## src/rtl/uart_bus_pkg.sv

```systemverilog
// Shared types and constants for the UART bus responder and its RX deserialiser.
package uart_bus_pkg;

    typedef enum logic [1:0] {
        TX_IDLE,
        TX_START,
        TX_DATA,
        TX_STOP
    } tx_state_t;

    typedef enum logic [1:0] {
        RX_IDLE,
        RX_START,
        RX_DATA,
        RX_STOP
    } rx_state_t;

    localparam int RX_FIFO_DEPTH = 4;
    localparam int RX_PTR_W      = 2;
    localparam int RX_CNT_W      = 3;
    localparam int BIT_CNT_W     = 3;

endpackage

```

## src/rtl/uart_rx_deser.sv

```systemverilog
// 8N1 receive deserialiser: synchronises rxd, detects the start edge, confirms the
// start bit at its midpoint and samples data/stop bits every DIV cycles from there.
// Emits a one-cycle valid pulse with the byte, or a one-cycle frame_err pulse.
module uart_rx_deser
    import uart_bus_pkg::*;
#(
    parameter int DIV      = 1152,
    parameter int SYNC_LEN = 2      // must be >= 2
) (
    input  logic       clk,
    input  logic       rst,
    input  logic       rxd,
    output logic [7:0] byte_o,
    output logic       valid_o,
    output logic       frame_err_o
);

    localparam int CNT_W = $clog2(DIV);
    localparam logic [CNT_W-1:0] BAUD_LAST = CNT_W'(DIV - 1);
    localparam logic [CNT_W-1:0] HALF_LAST = CNT_W'(DIV / 2 - 1);

    logic [SYNC_LEN-1:0]  sync_q, sync_d;
    logic                 prev_q, prev_d;
    rx_state_t            state_q, state_d;
    logic [CNT_W-1:0]     baud_q, baud_d;
    logic [BIT_CNT_W-1:0] bit_q, bit_d;
    logic [7:0]           shift_q, shift_d;
    logic [7:0]           byte_q, byte_d;
    logic                 valid_q, valid_d;
    logic                 ferr_q, ferr_d;
    logic                 rxd_s;
    logic                 baud_wrap;

    assign rxd_s       = sync_q[SYNC_LEN-1];
    assign byte_o      = byte_q;
    assign valid_o     = valid_q;
    assign frame_err_o = ferr_q;

    // Next-state: synchroniser shift, start detect, mid-bit sampling.
    always_comb begin
        sync_d    = {sync_q[SYNC_LEN-2:0], rxd};
        prev_d    = rxd_s;
        state_d   = state_q;
        baud_d    = baud_q;
        bit_d     = bit_q;
        shift_d   = shift_q;
        byte_d    = byte_q;
        valid_d   = 1'b0;
        ferr_d    = 1'b0;
        baud_wrap = (baud_q == BAUD_LAST);
        case (state_q)
            RX_IDLE: begin
                if (prev_q && !rxd_s) begin
                    state_d = RX_START;
                    baud_d  = '0;
                end
            end
            RX_START: begin
                // Half a bit in: a line back at 1 was only a glitch.
                if (baud_q == HALF_LAST) begin
                    baud_d  = '0;
                    bit_d   = '0;
                    state_d = rxd_s ? RX_IDLE : RX_DATA;
                end else begin
                    baud_d = baud_q + 1'b1;
                end
            end
            RX_DATA: begin
                baud_d = baud_wrap ? '0 : baud_q + 1'b1;
                if (baud_wrap) begin
                    shift_d = {rxd_s, shift_q[7:1]};
                    bit_d   = bit_q + 1'b1;
                    if (bit_q == BIT_CNT_W'(7)) state_d = RX_STOP;
                end
            end
            RX_STOP: begin
                baud_d = baud_wrap ? '0 : baud_q + 1'b1;
                if (baud_wrap) begin
                    state_d = RX_IDLE;
                    if (rxd_s) begin
                        valid_d = 1'b1;
                        byte_d  = shift_q;
                    end else begin
                        ferr_d = 1'b1;
                    end
                end
            end
            default: state_d = RX_IDLE;
        endcase
    end

    // State register; line idles high so synchronisers reset to 1.
    always_ff @(posedge clk or posedge rst) begin
        if (rst) begin
            sync_q  <= {SYNC_LEN{1'b1}};
            prev_q  <= 1'b1;
            state_q <= RX_IDLE;
            baud_q  <= '0;
            bit_q   <= '0;
            shift_q <= '0;
            byte_q  <= '0;
            valid_q <= 1'b0;
            ferr_q  <= 1'b0;
        end else begin
            sync_q  <= sync_d;
            prev_q  <= prev_d;
            state_q <= state_d;
            baud_q  <= baud_d;
            bit_q   <= bit_d;
            shift_q <= shift_d;
            byte_q  <= byte_d;
            valid_q <= valid_d;
            ferr_q  <= ferr_d;
        end
    end

endmodule

```

## src/rtl/uart_bus_responder.sv

```systemverilog
// Device side of the host parallel serial-port bus, bridging host byte reads/writes
// to an 8N1 UART. Optional macro UART_BUS_RX_FIFO_EN selects a 4-deep RX FIFO;
// without it RX storage is a single holding register.
module uart_bus_responder
    import uart_bus_pkg::*;
#(
    parameter int DIV      = 1152,  // clocks per bit, >= 4
    parameter int SYNC_LEN = 2      // >= 2
) (
    input  logic       CLK,
    input  logic       RST,
    input  logic       rdn,
    input  logic       wrn,
    input  logic [7:0] data_in,
    output logic [7:0] data_out,
    output logic       data_oe,
    output logic       data_ready,
    output logic       tbre,
    output logic       tsre,
    input  logic       rxd,
    output logic       txd,
    output logic       frame_err,
    output logic       overrun,
    output logic       wr_drop
);

    // Bus handshake: a host read is the low pulse of rdn; the byte is presented from the
    // synced fall until the synced rise, which consumes it. A host write is accepted on
    // the synced rise of wrn only when tbre=1 (holding empty); otherwise it is dropped.

    localparam int CNT_W = $clog2(DIV);
    localparam logic [CNT_W-1:0] BAUD_LAST = CNT_W'(DIV - 1);

    logic [SYNC_LEN-1:0]  rdn_sync_q, rdn_sync_d, wrn_sync_q, wrn_sync_d;
    logic                 rdn_prev_q, rdn_prev_d, wrn_prev_q, wrn_prev_d;
    logic                 rd_fall, rd_rise, wr_rise;
    logic [7:0]           data_out_q, data_out_d;
    logic                 data_oe_q, data_oe_d, rd_had_q, rd_had_d;
    tx_state_t            tx_state_q, tx_state_d;
    logic [CNT_W-1:0]     tx_baud_q, tx_baud_d;
    logic [BIT_CNT_W-1:0] tx_bit_q, tx_bit_d;
    logic [7:0]           tx_hold_q, tx_hold_d, tx_shift_q, tx_shift_d;
    logic                 tbre_q, tbre_d, tsre_q, tsre_d, txd_q, txd_d;
    logic                 wr_drop_q, wr_drop_d, overrun_q, overrun_d;
    logic                 tx_baud_last, tx_load;
    logic [7:0]           rx_byte, rx_head;
    logic                 rx_valid, rx_ready, rx_pop, rx_push;

    uart_rx_deser #(.DIV(DIV), .SYNC_LEN(SYNC_LEN)) u_rx (
        .clk        (CLK),
        .rst        (RST),
        .rxd        (rxd),
        .byte_o     (rx_byte),
        .valid_o    (rx_valid),
        .frame_err_o(frame_err)
    );

    assign rd_fall    = rdn_prev_q & ~rdn_sync_q[SYNC_LEN-1];
    assign rd_rise    = ~rdn_prev_q & rdn_sync_q[SYNC_LEN-1];
    assign wr_rise    = ~wrn_prev_q & wrn_sync_q[SYNC_LEN-1];
    // Only a read that showed a real byte consumes one.
    assign rx_pop     = rd_rise & rd_had_q;
    assign data_out   = data_out_q;
    assign data_oe    = data_oe_q;
    assign data_ready = rx_ready;
    assign tbre       = tbre_q;
    assign tsre       = tsre_q;
    assign txd        = txd_q;
    assign wr_drop    = wr_drop_q;
    assign overrun    = overrun_q;

    // Strobe synchronisers and the host read response.
    always_comb begin
        rdn_sync_d = {rdn_sync_q[SYNC_LEN-2:0], rdn};
        wrn_sync_d = {wrn_sync_q[SYNC_LEN-2:0], wrn};
        rdn_prev_d = rdn_sync_q[SYNC_LEN-1];
        wrn_prev_d = wrn_sync_q[SYNC_LEN-1];
        data_out_d = data_out_q;
        data_oe_d  = data_oe_q;
        rd_had_d   = rd_had_q;
        if (rd_fall) begin
            data_oe_d  = 1'b1;
            data_out_d = rx_ready ? rx_head : 8'h00;
            rd_had_d   = rx_ready;
        end else if (rd_rise) begin
            data_oe_d = 1'b0;
            rd_had_d  = 1'b0;
        end
    end

    // TX: host write into holding register, then START/DATA/STOP serialisation.
    always_comb begin
        tx_state_d   = tx_state_q;
        tx_baud_d    = tx_baud_q;
        tx_bit_d     = tx_bit_q;
        tx_hold_d    = tx_hold_q;
        tx_shift_d   = tx_shift_q;
        tbre_d       = tbre_q;
        tsre_d       = tsre_q;
        wr_drop_d    = 1'b0;
        tx_load      = 1'b0;
        tx_baud_last = (tx_baud_q == BAUD_LAST);
        if (wr_rise) begin
            if (tbre_q) begin
                tx_hold_d = data_in;
                tbre_d    = 1'b0;
            end else begin
                wr_drop_d = 1'b1;
            end
        end
        if (tx_state_q != TX_IDLE) tx_baud_d = tx_baud_last ? '0 : tx_baud_q + 1'b1;
        case (tx_state_q)
            TX_IDLE:  tx_load = ~tbre_q;
            TX_START: begin
                if (tx_baud_last) begin
                    tx_state_d = TX_DATA;
                    tx_bit_d   = '0;
                end
            end
            TX_DATA: begin
                if (tx_baud_last) begin
                    tx_shift_d = {1'b0, tx_shift_q[7:1]};
                    tx_bit_d   = tx_bit_q + 1'b1;
                    if (tx_bit_q == BIT_CNT_W'(7)) tx_state_d = TX_STOP;
                end
            end
            TX_STOP: begin
                if (tx_baud_last) begin
                    if (!tbre_q) begin
                        tx_load = 1'b1;
                    end else begin
                        tx_state_d = TX_IDLE;
                        tsre_d     = 1'b1;
                    end
                end
            end
            default: tx_state_d = TX_IDLE;
        endcase
        // Holding -> shifter; frees the holding register for the next host write.
        if (tx_load) begin
            tx_shift_d = tx_hold_q;
            tbre_d     = 1'b1;
            tsre_d     = 1'b0;
            tx_state_d = TX_START;
            tx_baud_d  = '0;
        end
        case (tx_state_d)
            TX_START: txd_d = 1'b0;
            TX_DATA:  txd_d = tx_shift_d[0];
            default:  txd_d = 1'b1;
        endcase
    end

`ifdef UART_BUS_RX_FIFO_EN
    logic [7:0]          fifo_q [RX_FIFO_DEPTH];
    logic [7:0]          fifo_d [RX_FIFO_DEPTH];
    logic [RX_PTR_W-1:0] wr_ptr_q, wr_ptr_d, rd_ptr_q, rd_ptr_d;
    logic [RX_CNT_W-1:0] count_q, count_d;

    assign rx_ready = (count_q != '0);
    assign rx_head  = fifo_q[rd_ptr_q];

    // RX FIFO push/pop; a full FIFO still accepts when a pop frees a slot this edge.
    always_comb begin
        fifo_d    = fifo_q;
        wr_ptr_d  = wr_ptr_q;
        rd_ptr_d  = rd_ptr_q;
        rx_push   = rx_valid && ((count_q != RX_CNT_W'(RX_FIFO_DEPTH)) || rx_pop);
        overrun_d = rx_valid && !rx_push;
        if (rx_push) begin
            fifo_d[wr_ptr_q] = rx_byte;
            wr_ptr_d         = wr_ptr_q + 1'b1;
        end
        if (rx_pop) rd_ptr_d = rd_ptr_q + 1'b1;
        count_d = count_q + RX_CNT_W'(rx_push) - RX_CNT_W'(rx_pop);
    end

    // RX FIFO storage registers.
    always_ff @(posedge CLK or posedge RST) begin
        if (RST) begin
            for (int i = 0; i < RX_FIFO_DEPTH; i++) fifo_q[i] <= '0;
            wr_ptr_q <= '0;
            rd_ptr_q <= '0;
            count_q  <= '0;
        end else begin
            fifo_q   <= fifo_d;
            wr_ptr_q <= wr_ptr_d;
            rd_ptr_q <= rd_ptr_d;
            count_q  <= count_d;
        end
    end
`else
    logic [7:0] hold_q, hold_d;
    logic       valid_q, valid_d;

    assign rx_ready = valid_q;
    assign rx_head  = hold_q;

    // Single holding register; a same-edge pop makes room for the new byte.
    always_comb begin
        hold_d    = hold_q;
        valid_d   = valid_q;
        rx_push   = rx_valid && (!valid_q || rx_pop);
        overrun_d = rx_valid && !rx_push;
        if (rx_pop) valid_d = 1'b0;
        if (rx_push) begin
            hold_d  = rx_byte;
            valid_d = 1'b1;
        end
    end

    // RX holding register.
    always_ff @(posedge CLK or posedge RST) begin
        if (RST) begin
            hold_q  <= '0;
            valid_q <= 1'b0;
        end else begin
            hold_q  <= hold_d;
            valid_q <= valid_d;
        end
    end
`endif

    // Bus-side and TX registers; reset aborts any frame and idles txd high at once.
    always_ff @(posedge CLK or posedge RST) begin
        if (RST) begin
            rdn_sync_q <= {SYNC_LEN{1'b1}};
            wrn_sync_q <= {SYNC_LEN{1'b1}};
            rdn_prev_q <= 1'b1;
            wrn_prev_q <= 1'b1;
            data_out_q <= '0;
            data_oe_q  <= 1'b0;
            rd_had_q   <= 1'b0;
            tx_state_q <= TX_IDLE;
            tx_baud_q  <= '0;
            tx_bit_q   <= '0;
            tx_hold_q  <= '0;
            tx_shift_q <= '0;
            tbre_q     <= 1'b1;
            tsre_q     <= 1'b1;
            txd_q      <= 1'b1;
            wr_drop_q  <= 1'b0;
            overrun_q  <= 1'b0;
        end else begin
            rdn_sync_q <= rdn_sync_d;
            wrn_sync_q <= wrn_sync_d;
            rdn_prev_q <= rdn_prev_d;
            wrn_prev_q <= wrn_prev_d;
            data_out_q <= data_out_d;
            data_oe_q  <= data_oe_d;
            rd_had_q   <= rd_had_d;
            tx_state_q <= tx_state_d;
            tx_baud_q  <= tx_baud_d;
            tx_bit_q   <= tx_bit_d;
            tx_hold_q  <= tx_hold_d;
            tx_shift_q <= tx_shift_d;
            tbre_q     <= tbre_d;
            tsre_q     <= tsre_d;
            txd_q      <= txd_d;
            wr_drop_q  <= wr_drop_d;
            overrun_q  <= overrun_d;
        end
    end

endmodule

```

## config.mk

```make
export PLATFORM = sky130hd
export DESIGN_NAME = uart_bus_responder
export DESIGN_NICKNAME = d
export VERILOG_FILES = /design/src/rtl/uart_bus_pkg.sv /design/src/rtl/uart_rx_deser.sv /design/src/rtl/uart_bus_responder.sv
export SDC_FILE = /design/constraint.sdc
export NUM_CORES = 1
export LEC_CHECK = 0
export ABC_CLOCK_PERIOD_IN_PS = 4600
export CORE_ASPECT_RATIO = 0.5
export CORE_MARGIN = 3
export CORE_UTILIZATION = 39
export DETAILED_ROUTE_END_ITERATION = 8
export GPL_TIMING_DRIVEN = 0
export HOLD_SLACK_MARGIN = 0.12
export SETUP_SLACK_MARGIN = 0.5
export SLEW_MARGIN = 25
export SYNTH_ARGS = -nofsm -noshare
export SYNTH_HDL_FRONTEND = slang
export SYNTH_HIERARCHICAL = 1
export SYNTH_SLANG_ARGS = --single-unit
```

## constraint.sdc

```tcl
create_clock -name CLK -period 4.6 [get_ports CLK]
set_input_delay 0.69 -clock CLK [delete_from_list [all_inputs] [get_ports CLK]]
set_output_delay 0.69 -clock CLK [all_outputs]
set_load 0.02 [all_outputs]
```

==> Word level (Yosys, flattened, before mapping) <==
Cells that the tools add are included.
{ "totals": {"reg_bits": 99, "in_bits": 13, "out_inout_bits": 16, "wordCells": 143} }
{ "classes": {"addsub": 4, "eq_ne": 20, "muxes": 53, "bitwise_logic": 8, "reduce_logical": 29} }
{ "ops": {"columns": ["op", "n"], "rows": [
  ["$mux W11", 6],
  ["$pmux W11 S3", 1],
  ["$mux W8", 4],
  ["$mux W2", 12],
  ["$add A11 B1 Y11 const B", 2],
  ["$eq A11 B11 Y1 const B", 2],
  ["$reduce_bool A2 Y1", 11],
  ["$mux W1", 20],
  ["$mux W3", 4],
  ["$pmux W3 S2", 2],
  ["$reduce_and A3 Y1", 4],
  ["$eq A11 B10 Y1 const B", 1],
  ["$eq A2 B2 Y1 const B", 5],
  ["$ne A2 B1 Y1 const B", 5],
  ["$pmux W2 S4", 1],
  ["$add A3 B1 Y3 const B", 2],
  ["$eq A2 B1 Y1 const B", 3],
  ["$eq A3 B3 Y1 const B", 2],
  ["$pmux W2 S3", 1],
  ["$reduce_and A2 Y1", 3],
  ["$reduce_and A5 Y1", 1],
  ["$and A1 B1 Y1", 4],
  ["$logic_not A2 Y1", 2],
  ["$ne A2 B2 Y1 const B", 2],
  ["other kinds (6)", 14]
]} }

==> Longest topological paths before layout <==
Gate-level depths: netlist of the first run.
{ "logic_depth": {"depth_word": 7, "ltp_mapped": 8, "ltp_nobuf": 8} }

==> Hierarchy <==
The synthesis of the first run kept the hierarchy.
{ "modules_own_cells": {"columns": ["module", "n_inst", "cells_per_inst", "area_per_inst_um2", "seq_area_each_um2"], "rows": [
  ["uart_bus_responder", 1, 236, 2733.9, 1562.7],
  ["uart_rx_deser", 1, 148, 1701.6, 929.6]
]} }

==> Worst setup path before layout of the first run <==
No wires, ideal clock.
{ "synth_path": {"kind": "reg-to-reg", "from": "reg u_rx.baud_q[0]", "to": "reg u_rx.shift_q[0]", "setup_ps": 125, "arrival_ps": 1713, "required_time_ps": 4475, "slack_ps": 2762, "path_stages_with_launch": 7, "n_path_buf": 1, "period_less_slack_ps": 1838, "path_cell_list": "dfrtp_1 -> ha_1 -> and4_1 -> buf_4 -> nand4_4 -> nor2_2 -> mux2_2"} }
{ "synth_between": {"elab_chain_len": 2} }
{ "synth_lines": {"columns": ["element", "line_no", "text"], "rows": [
  ["from (decl)", "uart_rx_deser.sv:25", "logic [CNT_W-1:0] baud_q, baud_d;"],
  ["from (signal assigned)", "uart_rx_deser.sv:108", "baud_q <= baud_d;"],
  ["$eq A11 B11 Y1", "uart_rx_deser.sv:50", "baud_wrap = (baud_q == BAUD_LAST);"],
  ["$reduce_and A2 Y1 (no line)", null, null],
  ["to (signal assigned)", "uart_rx_deser.sv:110", "shift_q <= shift_d;"],
  ["to (decl)", "uart_rx_deser.sv:27", "logic [7:0] shift_q, shift_d;"]
]} }
Every way passes these cells.
A chain may end at the register's enable or synchronous reset.

==> Worst setup path in the final report of the first run <==
{ "layout_path": {"from": "reg tbre_q (netlist: tbre)", "to": "out tbre"} }
{ "layout_rtl": {"columns": ["element", "line_no", "text"], "rows": [
  ["from (decl)", "uart_bus_responder.sv:43", "logic tbre_q, tbre_d, tsre_q, tsre_d, txd_q, txd_d;"],
  ["from (signal assigned)", "uart_bus_responder.sv:257", "tbre_q <= tbre_d;"],
  ["to (decl)", "uart_bus_responder.sv:18", "output logic tbre,"]
]} }
No word-level cell between the ends.

==> impl_metrics.py, run 1 <==
metrics = {
    "yosys": {
        "ys_warn_count": 6,
        "async_flop_share_pct": 100,
        "ys_ff_latch": 99,
        "synth_cell_types": 52,
        "synth_flop_cell": "dfrtp_1",
        "synth-edff-count": 0,
        "synth_area_per_cell_sq_um": 11.6,
        "ys_seq_area_share_pct": 56.2,
        "syn_area_sq_um": 4440,
        "mappedNetlistNets": 410,
        "synthCells": 384,
    },
    "worst_setup_path": {
        "path_class": "register to output port",
        "crit_family": "buffers and inverters",
        "worstPathRequired_ns": 3.91,
        "slowest_stage": "clkdlybuf4s50_1",
        "rrSetupSlack_ns": 2.50,
        "cp-end-kind": "output port",
        "crit_arrival_ns": 1.48,
        "crit_buf_inv": 1,
        "worst_setup_path_start_kind": "register",
        "critPathMaxFanout": 2,
        "cp_cell_sequence": "clkdlybuf4s50_1",
        "critPathMaxStageDelay_ns": 0.60,
    },
    "routing": {
        "firstDrtPassIters": 4,
        "drtIter0Drc": 101,
        "drt-vias-per-instance": 5.11,
        "wl_met3_microns": 252,
        "highest_layer": "met4",
        "wl_met2_mm": 3.84,
        "routedWlPerCell_microns": 14.3,
        "drc_errors": 0,
        "routed_wl_mm": 8.13,
        "routed-via-count": 2909,
        "antenna_left": 0,
        "met1_length_mm": 3.91,
    },
    "layout": {
        "drive_gt1_share_pct": 19.6,
        "nNetsFinal": 451,
        "area_growth_pct": 17.5,
        "final_util_pct": 49.0,
        "stdcell_count": 569,
        "diodes": 0,
        "final_area_sq_um": 5210,
    },
    "clocking": {
        "cts_hold_buf": 0,
        "cts_tree": "built",
        "clk_latency_ns": 0.34,
        "cts_setup_buffers": 0,
        "cts_buffer_depth": 2,
        "cts.sinks": 99,
        "numCtsBuffers": 9,
        "cts-root-buf": "clkbuf_16",
        "cts_resized": 0,
        "path_clk_slew_ns": 0.07,
        "cts_max_level": 3,
    },
    "job": {
        "cap_violations": 0,
    },
    "timing": {
        "fin_worst_hold_slack_ns": 0.358,
        "setup_ws_ns": 2.43,
        "drv_slew": 0,
        "skew_ns": 0.00367,
        "max-slew-margin-rel_pct": 60.0,
        "period_share_pct": 47.3,
        "fmax_mhz": 460,
        "tightest_slew_ns": 0.596,
        "setup_viol": 0,
        "fin_setup_tns_ns": 0,
        "fin_crit_ns": 2.17,
        "rsz0062_at_grt": "false",
        "hold_viol": 0,
    },
    "global_routing": {
        "grt_pass1_wl_mm": 14.0,
        "grt_pass1_vias": 2920,
        "track_usage_pct": 14.0,
        "gr-total-overflow": 0,
        "antenna_found_initial": 0,
        "grt_max_degree": 37,
    },
    "floorplanning": {
        "dieArea_sq_um": 12800,
        "core_sq_um": 10600,
        "num_io_pins": 29,
        "fp-row-count": 26,
        "die_w_microns": 157,
        "die_h_microns": 81.4,
        "start_util_pct": 41.7,
    },
    "placed_design": {
        "place_area_sq_um": 4940,
        "dp_hpwl_mm": 5.65,
        "dpl.cell_count": 554,
        "gp_congestion": 0.754,
        "numPortBuffers": 28,
        "place_ws_ns": 2.49,
    },
    "power_and_ir_drop": {
        "switching_share_pct": 25.0,
        "p_sw_uw": 453,
        "p_leak_nw": 2.37,
        "p_int_mw": 1.36,
        "pwr-share-clk_pct": 38.5,
        "power.total_mw": 1.81,
        "p_per_area_nw_per_um2": 348,
        "ir_drop_uv": 175,
        "comb_power_share_pct": 10.0,
        "seqPwrFrac_pct": 51.6,
    },
    "min_path": {
        "hold_class": "register to register",
    },
    "outcome": {
        "outcome": "completed",
    },
}
state kept, by name (all words and copies together), names as in the netlist, 2 cells and up, named ones only:
| register | cells |
|---|---|
| data_out | 8 |
| hold_q | 8 |
| rdn_sync_q | 2 |
| tx_baud_q | 11 |
| tx_bit_q | 3 |
| tx_hold_q | 8 |
| tx_shift_q | 8 |
| tx_state_q | 2 |
| u_rx/baud_q | 11 |
| u_rx/bit_q | 3 |
| u_rx/byte_o | 8 |
| u_rx/shift_q | 8 |
| u_rx/sync_q | 2 |
| wrn_sync_q | 2 |
layout by cell type, fill, tap and decap left out, types with 9 or more instances in the layout:
| cell | count |
|---|---|
| mux2_2 | 36 |
| nor2_1 | 22 |
| nand2_1 | 30 |
| ha_1 | 13 |
| nand3_1 | 22 |
| inv_1 | 19 |
| nand4_1 | 9 |
| dfstp_2 | 12 |
| dfrtp_1 | 87 |
| o21ai_0 | 24 |
| clkdlybuf4s50_1 | 28 |
| clkbuf_16 | 9 |
power by group through the flow:
stage / Clock, mW / Sequential, mW / Combinational [mW]
final: 0.698 / 0.935 / 0.180
after floorplan: 0 / 0.945 / 0.128
after CTS: 0.723 / 0.935 / 0.183
after global routing: 0.760 / 0.939 / 0.205
after detailed placement: 0 / 0.951 / 0.183
after global placement: 0 / 0.950 / 0.176
cell usage after synthesis, types with 2 or more instances:
master	n	area share, %
o22ai_1	3	0.42
nand3_1	22	2.5
a21oi_1	8	0.90
a22o_1	7	1.4
xor2_1	8	1.6
ha_1	13	3.7
mux2_2	36	9.1
and3_1	3	0.42
nor2b_1	3	0.42
o21ai_1	2	0.23
nand2_1	30	2.5
a41oi_1	2	0.39
dfrtp_1	87	49
clkbuf_1	7	0.59
buf_4	2	0.34
and2_1	5	0.71
and4_1	3	0.59
xnor2_1	2	0.39
nor2_1	22	1.9
nand3b_1	2	0.34
nor3_1	4	0.45
nand4_1	9	1.3
nor3b_1	2	0.34
a211o_1	2	0.39
mux2i_1	8	1.8
inv_1	21	1.8
a221oi_1	2	0.39
a21boi_0	2	0.34
buf_2	5	0.56
dfstp_2	12	7.1
o21ai_0	24	2.7
nand2b_1	3	0.42
a31oi_1	4	0.56
cells by family after synthesis:
kind of cell	Yosys count	share of synthesized area (%)
adders and majority gates	13	3.67
DFF	99	56.2
buffers and inverters	35	3.27
and+or+nand+nor	122	15.2
xor gates and xnor gates	10	1.97
muxes	44	10.9
AOI/OAI and AO/OA	61	8.75
layout make-up:
| type | instances | area [sq um] |
|---|---|---|
| plain buffers | 14 | 66.3 |
| clock buffers | 11 | 243 |
| clock inverters | 4 | 27.5 |
| fillers | 972 | 5430 |
| inverters | 21 | 81.3 |
| multi-input cells | 250 | 1800 |
| flip-flops and latches | 99 | 2490 |
| well taps | 140 | 175 |
| repair buffers | 30 | 328 |
metal layers:
metal / global-route usage, % / vias to the layer above
met1: 17.3 / 1433
met5: 0 / -
met3: 4.58 / 11
met2: 23.2 / 25
met4: 5.24 / 0
li1: - / 1440
path summary, 6_finish.rpt:
kind / end / cells past startpoint / start
worst max-delay path: tbre / 1 / tbre$_DFFE_PP1P_
worst min-delay path: u_rx/sync_q[1]$_DFF_PP1_ / 0 / u_rx/sync_q[0]$_DFF_PP1_
worst max register to register: u_rx/shift_q[6]$_DFFE_PP0P_ / 6 / u_rx/baud_q[0]$_DFFE_PP0P_
worst min register to register: u_rx/sync_q[1]$_DFF_PP1_ / 0 / u_rx/sync_q[0]$_DFF_PP1_
max in group asynchronous: rdn_prev_q$_DFF_PP1_ / 3 / RST
min in group asynchronous: hold_q[0]$_DFFE_PP0P_ / 2 / RST
No activity file was read; power rests on OpenSTA's default activity.
==> run 2: changes to the inputs <==
--- a/config.mk
+++ b/config.mk
@@ -5,7 +5,7 @@
 export SDC_FILE = /design/constraint.sdc
 export NUM_CORES = 1
 export LEC_CHECK = 0
-export ABC_CLOCK_PERIOD_IN_PS = 4600
+export ABC_CLOCK_PERIOD_IN_PS = 1810
 export CORE_ASPECT_RATIO = 0.5
 export CORE_MARGIN = 3
 export CORE_UTILIZATION = 39
==> constraint.sdc (replaced) <==
create_clock -name CLK -period 1.81 [get_ports CLK]
set_input_delay 0.2715 -clock CLK [delete_from_list [all_inputs] [get_ports CLK]]
set_output_delay 0.2715 -clock CLK [all_outputs]
set_load 0.02 [all_outputs]
==> run 2 against run 1 <==
  * The run now ends with negative setup slack left
  * Sequential power increased to 2.5 times the previous value
  * Setup slack got worse by 2.5 ns
  * Critical path depth increased by 5
  * Sequential share of layout area decreased by 10 points
  * Utilization increased by 13 points
  * Worst hold slack got worse by 0.17 ns
  * Global-route usage increased by 2.5 points
  * Clock skew increased by 0.0042 ns
  * Largest power group unchanged
==> impl_metrics.py, run 2 (same netlist as run 1, synthesis figures left out) <==
metrics = {
    "layout": {
        "nNetsFinal": 519,
        "top_regs": "tx_baud_q x11, u_rx/baud_q x11",
        "drive_gt1_share_pct": 50.6,
        "diodes": 0,
        "stdcell_count": 638,
        "area_growth_pct": 48.8,
        "register_area_sq_um": 2500,
        "fillers": 769,
        "final_common_cell": "dfrtp_1",
        "mostFrequentLayoutCells": "dfrtp_1 (84), buf_4 (41), mux2_4 (35), buf_6 (32), nand3_1 (17)",
        "multi_input_area_sq_um": 2400,
        "final_area_sq_um": 6600,
    },
    "floorplanning": {
        "die_w_microns": 157,
        "die_h_microns": 81.4,
        "dieArea_sq_um": 12800,
        "fp-row-count": 26,
        "start_util_pct": 41.7,
        "num_io_pins": 29,
        "core_sq_um": 10600,
    },
    "routing": {
        "routed_wl_mm": 10.2,
        "drtIter0Drc": 128,
        "antenna_left": 0,
        "routed-via-count": 3289,
        "routedWlPerCell_microns": 15.9,
        "drc_errors": 0,
        "drt-vias-per-instance": 5.16,
        "firstDrtPassIters": 4,
    },
    "worst_setup_path": {
        "worstPathRequired_ns": 2.04,
        "critPathMaxFanout": 5,
        "r2r-start": "u_rx/baud_q[9]$_DFFE_PP0P_",
        "r2r_cells": 6,
        "cp-end-kind": "register",
        "path_class": "register to register",
        "slowest_stage": "dfrtp_1",
        "cp_cell_sequence": "nor4b_4 -> nand4_4 -> nor3_4 -> buf_6 -> buf_12 -> mux2_4",
        "critPathMaxStageDelay_ns": 0.45,
        "rrSetupSlack_ns": -0.04,
        "worst_setup_path_start_kind": "register",
        "endpoint": "u_rx/byte_o[3]$_DFFE_PP0P_",
        "startpoint": "u_rx/baud_q[9]$_DFFE_PP0P_",
        "crit_arrival_ns": 2.07,
        "reg2reg_to": "u_rx/byte_o[3]$_DFFE_PP0P_",
    },
    "global_routing": {
        "grt_max_degree": 38,
        "grt_pass1_wl_mm": 16.6,
        "antenna_found_initial": 0,
        "track_usage_pct": 16.5,
        "grt_pass1_vias": 3444,
        "gr-total-overflow": 0,
    },
    "placed_design": {
        "place_area_sq_um": 5230,
        "dp_hpwl_mm": 5.96,
        "gp_congestion": 0.830,
        "dpl.cell_count": 554,
        "numPortBuffers": 28,
    },
    "timing": {
        "skew_ns": 0.00791,
        "rsz0062_at_grt": "true",
        "fmax_mhz": 541,
        "period_share_pct": 102,
        "setup_ws_ns": -0.0368,
        "drv_slew": 0,
        "setup_viol": 16,
        "tightest_slew_ns": 0.753,
        "max-slew-margin-rel_pct": 49.8,
        "fin_worst_hold_slack_ns": 0.192,
        "fin_crit_ns": 1.85,
        "hold_viol": 0,
    },
    "clocking": {
        "cts_tree": "built",
        "cts_hold_buf": 0,
        "cts-root-buf": "clkbuf_16",
        "cts_max_level": 3,
        "path_clk_slew_ns": 0.07,
        "clk_latency_ns": 0.34,
        "cts.sinks": 99,
        "numCtsBuffers": 9,
        "cts_buffer_depth": 2,
    },
    "job": {
        "cap_violations": 0,
    },
    "power_and_ir_drop": {
        "power.total_mw": 5.00,
        "p_leak_nw": 3.05,
        "ir_drop_uv": 493,
        "p_per_area_nw_per_um2": 757,
    },
    "min_path": {
        "hold_class": "input pin to async pin",
    },
    "outcome": {
        "violations": "negative setup slack",
        "outcome": "complete, but fails checks",
    },
}
==> run 2: critical path, delay by kind of cell (launching register included) <==
kind                   cells  cell delay, ns
DFF                        1            0.45
buffers and inverters      2            0.24
and+or+nand+nor            3            0.74
muxes                      1            0.29
==> run 2: power by group <==
| group | switching (mW) | leakage, nW | internal [mW] |
|---|---|---|---|
| clock | 0.826 | 0.136 | 0.975 |
| combinational | 0.391 | 1.64 | 0.419 |
| sequential | 0.0725 | 1.28 | 2.31 |
==> run 2: through the flow <==
| stage | setup slack (ns) | TNS (ns) | util [%] |
|---|---|---|---|
| after detailed placement | -0.257 | -3.95 | 49.1 |
| after floorplan | -0.0261 | -0.409 | - |
| after global routing | -0.161 | -3.13 | 62.1 |
| after global placement | -0.244 | -7.60 | 48.8 |
| final | -0.0368 | -0.306 | 62.1 |
| after CTS | -0.0409 | -0.433 | 59.5 |
==> run 2: timing repair <==
action / in CTS / in global routing
cloned: 3 / 1
resized for setup: 146 / 55
pin swaps: 36 / 22
setup buffers: 52 / 12
endpoints found under the setup margin: 102 / 95
==> run 2: final cells by class <==
type / instances / area share, %
multi-input combinational: 250 / 36.3
buffer: 14 / 2.77
sequential: 99 / 37.8
clock buffer: 11 / 3.68
inverter: 21 / 1.31
clock inverter: 5 / 0.588
timing repair buffer: 98 / 14.9
tap: 140 / 2.65
==> run 2: how the worst min path moves through the flow <==
stage / from / endpoint / slack (ns) / depth (start not counted)
after global routing: RST / hold_q[7]$_DFFE_PP0P_ / 0.18 / 2
after global placement: rdn_sync_q[0]$_DFF_PP1_ / rdn_sync_q[1]$_DFF_PP1_ / 0.35 / 0
after CTS: RST / hold_q[0]$_DFFE_PP0P_ / 0.18 / 2
after detailed placement: u_rx/sync_q[0]$_DFF_PP1_ / u_rx/sync_q[1]$_DFF_PP1_ / 0.35 / 0
final: RST / hold_q[7]$_DFFE_PP0P_ / 0.19 / 2
after floorplan: rdn / rdn_sync_q[0]$_DFF_PP1_ / 0.28 / 0
==> run 2: routing by layer <==
metal  track usage [%]  vias to the layer above  wire (microns)
li1                  -                     1582               -
met1              19.6                     1671            4410
met2              30.2                       29            5470
met3              4.53                        7             238
met4              4.19                        0              49
met5                 0                        -               0
